**config.mk**
```make
export PLATFORM = sky130hd
export DESIGN_NAME = serial_word_loader_flat
export DESIGN_NICKNAME = d
export VERILOG_FILES = /design/src/rtl/serial_word_loader_if.sv /design/src/rtl/serial_word_loader.sv /design/src/flat_wrapper.sv
export SDC_FILE = /design/constraint.sdc
export NUM_CORES = 1
export LEC_CHECK = 0
export BUFFER_PORTS_ARGS = -buffer_cell sky130_fd_sc_hd__buf_2
export CAP_MARGIN = 0
export CORE_MARGIN = 2
export CORE_UTILIZATION = 39
export DETAILED_ROUTE_END_ITERATION = 10
export PLACE_DENSITY = 0.58
export SETUP_SLACK_MARGIN = 0.15
export SLEW_MARGIN = 20
export SYNTH_ARGS = -nofsm -noshare
export SYNTH_HDL_FRONTEND = slang
export SYNTH_SLANG_ARGS = --single-unit
export TNS_END_PERCENT = 10
```
**constraint.sdc**
```tcl
create_clock -name clk -period 2.3 [get_ports clk]
set_clock_uncertainty 0.2 [all_clocks]
set_input_delay 0.345 -clock clk [delete_from_list [all_inputs] [get_ports clk]]
set_output_delay 0.345 -clock clk [all_outputs]
set_load 0.05 [all_outputs]
```
**src/rtl/serial_word_loader_if.sv**
```systemverilog
// Serial bit-stream and completed-word bundle for serial_word_loader.
// The master drives the serial side; the slave (the loader) drives word/strobes.
interface serial_word_loader_if #(
    parameter int unsigned N = 8
);
    logic         sin;
    logic         bit_valid;
    logic         sof;
    logic [N-1:0] word;
    logic         load;
    logic         busy;
    logic         parity_err;

    modport master (
        output sin, bit_valid, sof,
        input  word, load, busy, parity_err
    );

    modport slave (
        input  sin, bit_valid, sof,
        output word, load, busy, parity_err
    );
endinterface

```
**src/rtl/serial_word_loader.sv**
```systemverilog
// MSB-first serial-to-parallel word assembler with sof resync and a one-cycle load strobe.
// Define SERIAL_LOADER_PARITY_EN to append an even-parity bit to every frame.
module serial_word_loader #(
    parameter int unsigned N = 8
) (
    input logic                clk,
    input logic                rst,
    serial_word_loader_if.slave bus
);
    localparam int unsigned CW = $clog2(N + 1);

`ifdef SERIAL_LOADER_PARITY_EN
    typedef enum logic [1:0] {StIdle, StData, StParity} state_e;
`else
    typedef enum logic [1:0] {StIdle, StData} state_e;
`endif

    state_e          state_q, state_d;
    logic [N-1:0]    sr_q, sr_d;
    logic [CW-1:0]   cnt_q, cnt_d;
    logic [N-1:0]    word_q, word_d;
    logic            load_q, load_d;
`ifdef SERIAL_LOADER_PARITY_EN
    logic            perr_q, perr_d;
`endif
    logic [N-1:0]    shifted;

    assign shifted = {sr_q[N-2:0], bus.sin};

    always_ff @(posedge clk or negedge rst) begin
        if (!rst) begin
            state_q <= StIdle;
        end else begin
            state_q <= state_d;
        end
    end

    always_ff @(posedge clk or negedge rst) begin
        if (!rst) begin
            sr_q   <= '0;
            cnt_q  <= '0;
            word_q <= '0;
            load_q <= 1'b0;
`ifdef SERIAL_LOADER_PARITY_EN
            perr_q <= 1'b0;
`endif
        end else begin
            sr_q   <= sr_d;
            cnt_q  <= cnt_d;
            word_q <= word_d;
            load_q <= load_d;
`ifdef SERIAL_LOADER_PARITY_EN
            perr_q <= perr_d;
`endif
        end
    end

    always_comb begin
        state_d = state_q;
        sr_d    = sr_q;
        cnt_d   = cnt_q;
        word_d  = word_q;
        load_d  = 1'b0;
`ifdef SERIAL_LOADER_PARITY_EN
        perr_d  = 1'b0;
`endif
        if (bus.bit_valid) begin
            if (bus.sof) begin
                // sof always starts a fresh frame, discarding any partial one
                sr_d    = shifted;
                cnt_d   = CW'(1);
                state_d = StData;
            end else begin
                case (state_q)
                    StData: begin
                        sr_d  = shifted;
                        cnt_d = cnt_q + CW'(1);
                        if (cnt_q == CW'(N - 1)) begin
`ifdef SERIAL_LOADER_PARITY_EN
                            state_d = StParity;
`else
                            word_d  = shifted;
                            load_d  = 1'b1;
                            state_d = StIdle;
`endif
                        end
                    end
`ifdef SERIAL_LOADER_PARITY_EN
                    StParity: begin
                        if (bus.sin == ^sr_q) begin
                            word_d = sr_q;
                            load_d = 1'b1;
                        end else begin
                            perr_d = 1'b1;
                        end
                        state_d = StIdle;
                    end
`endif
                    default: ;
                endcase
            end
        end
    end

    always_comb begin
        bus.busy = (state_q != StIdle);
        bus.word = word_q;
        bus.load = load_q;
`ifdef SERIAL_LOADER_PARITY_EN
        bus.parity_err = perr_q;
`else
        bus.parity_err = 1'b0;
`endif
    end
endmodule
```
**src/flat_wrapper.sv**
```systemverilog
// flat-port wrapper written by rule: the top's interface ports become plain ports
module serial_word_loader_flat 
#(
    parameter int unsigned N = 8
)
  (clk, rst, bus_sin, bus_bit_valid, bus_sof, bus_word, bus_load, bus_busy, bus_parity_err);
  serial_word_loader_if #(.N(N)) bus_i ();
  input logic clk;
  input logic rst;
  input wire logic [$bits(bus_i.sin)-1:0] bus_sin;
  input wire logic [$bits(bus_i.bit_valid)-1:0] bus_bit_valid;
  input wire logic [$bits(bus_i.sof)-1:0] bus_sof;
  output wire logic [$bits(bus_i.word)-1:0] bus_word;
  output wire logic [$bits(bus_i.load)-1:0] bus_load;
  output wire logic [$bits(bus_i.busy)-1:0] bus_busy;
  output wire logic [$bits(bus_i.parity_err)-1:0] bus_parity_err;
  assign bus_i.sin = bus_sin;
  assign bus_i.bit_valid = bus_bit_valid;
  assign bus_i.sof = bus_sof;
  assign bus_word = bus_i.word;
  assign bus_load = bus_i.load;
  assign bus_busy = bus_i.busy;
  assign bus_parity_err = bus_i.parity_err;
  serial_word_loader #(.N(N)) u_core (.clk(clk), .rst(rst), .bus(bus_i));
endmodule
```
==> impl_metrics.prom <==
# TYPE chip_impl_metric gauge
chip_impl_metric{name="routed_wl",unit="µm"} 1430
chip_impl_metric{name="seq_area_frac_synth",unit="%"} 54.8
chip_impl_info{name="timing_worst_setup_path_type",value="reg -> out"} 1
chip_impl_metric{name="gp_routability_congestion",unit=""} 0.734
chip_impl_metric{name="timing.setup.tns",unit="ns"} 0
chip_impl_metric{name="fmax",unit="MHz"} 564
chip_impl_info{name="tritoncts",value="yes"} 1
chip_impl_metric{name="area_delta_synth_final",unit="%"} 10.4
chip_impl_metric{name="drc_violation_total_after_the_first_tritonroute_iteration",unit=""} 3
chip_impl_metric{name="worst-path-buf-inv",unit=""} 1
chip_impl_metric{name="cts.reportedPaths.clkPinSlew",unit="ns"} 0.11
chip_impl_metric{name="fp.dieW",unit="µm"} 53.6
chip_impl_metric{name="cts.repair.resized",unit=""} 0
chip_impl_metric{name="die_boundary_height",unit="µm"} 53.6
chip_impl_metric{name="synth.distinct_cells",unit=""} 25
chip_impl_metric{name="critPathArrivalTime",unit="ns"} 1.23
chip_impl_metric{name="htree_num_levels",unit=""} 1
chip_impl_metric{name="maxCapViolCount",unit=""} 0
chip_impl_metric{name="row_count",unit=""} 17
chip_impl_metric{name="grt_pass1_wl",unit="µm"} 2550
chip_impl_metric{name="drc",unit=""} 0
chip_impl_metric{name="hold_path_depth",unit=""} 2
chip_impl_metric{name="layout-drive-gt1-share",unit="%"} 49.4
chip_impl_metric{name="pin_count",unit=""} 16
chip_impl_metric{name="num_vias",unit=""} 534
chip_impl_metric{name="final_cell_count_no_fill",unit=""} 105
chip_impl_metric{name="powerDensity",unit="mW/mm²"} 1060
chip_impl_metric{name="cp_data_required_time",unit="ns"} 1.75
chip_impl_metric{name="detailedPlacementHpwl",unit="µm"} 994
chip_impl_metric{name="yosys.area_share.xor_xnor",unit="%"} 0
chip_impl_metric{name="core_region_area",unit="mm²"} 0.00228
chip_impl_metric{name="setup_viol_count_final",unit=""} 0
chip_impl_metric{name="slowest_stage_delay_on_critical_path",unit="ns"} 0.59
chip_impl_metric{name="detail_route.vias_per_cell",unit=""} 5.09
chip_impl_metric{name="clock_tree.buffer_depth",unit=""} 2
chip_impl_metric{name="dieArea",unit="mm²"} 0.00287
chip_impl_metric{name="slew_violations",unit=""} 0
chip_impl_metric{name="synth-simple-area-share",unit="%"} 8.88
chip_impl_metric{name="cts_num_sinks",unit=""} 21
chip_impl_info{name="crit_family",value="flip-flops"} 1
chip_impl_metric{name="vdd_ir_drop_max",unit="V"} 0.000659
chip_impl_metric{name="synth.mux.area_fraction",unit="%"} 21.8
chip_impl_metric{name="grtUsageTotal",unit="%"} 13.0
chip_impl_metric{name="grt_pass1_vias",unit=""} 513
chip_impl_metric{name="syn_inst",unit=""} 62
chip_impl_info{name="timing.hold.worst.class",value="in -> reg"} 1
chip_impl_info{name="critical_path.cell_chain",value="buf_2"} 1
chip_impl_metric{name="worstPathMaxFanout",unit=""} 10
chip_impl_metric{name="synth_adder_area_share",unit="%"} 1.31
chip_impl_metric{name="post_cts.repair.setup_buffers",unit=""} 0
chip_impl_info{name="layout.cells.most_common",value="dfrtp_1"} 1
chip_impl_metric{name="timing_hold_violations_final",unit=""} 0
chip_impl_metric{name="wl_per_cell",unit="µm"} 13.6
chip_impl_info{name="cts.root.buffer_cell",value="clkbuf_4"} 1
chip_impl_metric{name="synthesis.area",unit="µm²"} 958
chip_impl_metric{name="clk-insertion-delay-late",unit="ns"} 0.30
chip_impl_metric{name="numPlacedInstances",unit=""} 100
chip_impl_metric{name="r2r.worst_path.cells",unit=""} 4
chip_impl_info{name="endpoint_kind",value="output pin"} 1
chip_impl_metric{name="synthesis.area_per_instance",unit="µm²"} 15.5
chip_impl_metric{name="globalRouteOverflowTotal",unit=""} 0
chip_impl_metric{name="insertedDiodeCount",unit=""} 0
chip_impl_info{name="most_used_cells_in_the_layout_excluding_fill_and_tap_cells",value="21 x dfrtp_1, 14 x buf_2, 8 x mux2_4"} 1
chip_impl_info{name="synth_top_family_by_area",value="multiplexers"} 1
chip_impl_metric{name="period_minus_slack",unit="ns"} 1.77
chip_impl_metric{name="ys_seq_elements",unit=""} 21
chip_impl_info{name="timing.critical_path.slowest_stage_cell",value="dfrtp_1"} 1
chip_impl_metric{name="crit_cells",unit=""} 1
chip_impl_info{name="crit_path_start_kind",value="flip-flop"} 1
chip_impl_info{name="unrepaired_setup_endpoints_after_global_routing",value="false"} 1
chip_impl_metric{name="detailedRoute.firstPassIterationCount",unit=""} 2
chip_impl_metric{name="finalCritPeriodShare",unit="%"} 77.1
chip_impl_metric{name="nets",unit=""} 84
chip_impl_metric{name="grt_antenna_before_repair",unit=""} 0
chip_impl_metric{name="detail-route-antenna-nets",unit=""} 0
chip_impl_metric{name="grt_max_degree",unit=""} 22
chip_impl_metric{name="synth_compound_gate_area_share",unit="%"} 8.09
chip_impl_metric{name="leakagePower",unit="nW"} 0.548
chip_impl_metric{name="synthesis.yosys.warnings",unit=""} 0
chip_impl_metric{name="initial_core_util",unit="%"} 42.1
chip_impl_metric{name="tritoncts.num_buffers",unit=""} 3
chip_impl_metric{name="synth_nets",unit=""} 68
chip_impl_metric{name="port-buffer-count",unit=""} 14
chip_impl_info{name="outcome",value="finished clean"} 1
[metal layers]
metal	share of wire (%)	vias to the layer above	GRT usage (%)
met5	0	-	0
met4	0.91	0	3.85
met3	6.3	2	5.83
met2	43	13	15.4
met1	50	267	20.5
li1	-	252	-
[per-stage QoR]
stage	hold slack, ns	utilization [%]	setup slack [ns]	total power [mW]	cell area, µm²
2_1_floorplan	-0.151	-	0.569	0.877	958
3_3_place_gp	0.125	44.9	0.647	0.954	1020
3_5_place_dp	0.124	44.9	0.614	0.961	1020
4_1_cts	0.0700	46.5	0.514	1.14	1060
5_1_grt	0.0683	46.5	0.437	1.20	1060
6_report	0.0795	46.5	0.527	1.13	1060
[Yosys cell counts (all sizes together)]
| cell | number | area [µm²] |
|---|---|---|
| o21ai | 2 | 13.8 |
| nand4 | 1 | 6.26 |
| o21a | 1 | 7.51 |
| a21oi | 1 | 5.00 |
| nand4b | 1 | 23.8 |
| o2bb2ai | 2 | 17.5 |
| ha | 1 | 12.5 |
| nand2 | 1 | 3.75 |
| o31ai | 1 | 7.51 |
| mux2 | 15 | 199 |
| nor2 | 1 | 20.0 |
| conb | 1 | 3.75 |
| a31oi | 1 | 6.26 |
| nand3 | 1 | 5.00 |
| o22a | 1 | 10.0 |
| mux2i | 1 | 10.0 |
| nor2b | 2 | 12.5 |
| inv | 1 | 3.75 |
| nand2b | 1 | 13.8 |
| buf | 4 | 41.3 |
| a22o | 1 | 10.0 |
| dfrtp | 21 | 526 |
[logic make-up after synthesis]
| group | count (synthesis) |
|---|---|
| other cells | 1 |
| buf+inv | 5 |
| compound gates | 10 |
| simple gates | 8 |
| mux | 16 |
| flops | 21 |
| fa+ha+maj | 1 |
[where the power goes]
part           switching, mW  internal, mW  leakage (nW)  total, mW
combinational          0.246         0.159         0.268      0.405
sequential            0.0747         0.471         0.265      0.546
clock                  0.108        0.0676        0.0150      0.176
total                  0.429         0.697         0.548       1.13
[what timing repair did]
item,in CTS,in global routing
hold buffers,1,0
endpoints found under the setup margin,0,0
endpoints found under the hold margin,21,0
[final timing paths]
path                              startpoint                 end  slack, ns
min in group asynchronous                rst     u_core.cnt_q[0]       0.31
max in group asynchronous                rst  u_core.bus.word[2]       1.28
min                                  bus_sin  u_core.bus.word[0]       0.08
max reg2reg                  u_core.cnt_q[0]  u_core.bus.word[2]       0.60
max                        u_core.state_q[0]            bus_busy       0.53
min reg2reg                   u_core.sr_q[6]  u_core.bus.word[7]       0.31
[cell type report]
class,instances,area [µm²]
inverters,1,3.75
repair buffers,15,80.1
fillers,201,1220
well taps,28,35.0
flip-flops and latches,21,526
multi-input cells,36,388
clock buffers,4,26.3
[state kept, by name, indices dropped and copies added (netlist names)]
register / flops
u_core.bus.word: 8
u_core.sr_q: 7
u_core.cnt_q: 4
u_core.bus.load: 1
u_core.state_q: 1
No activity file was read; power rests on OpenSTA's default activity.
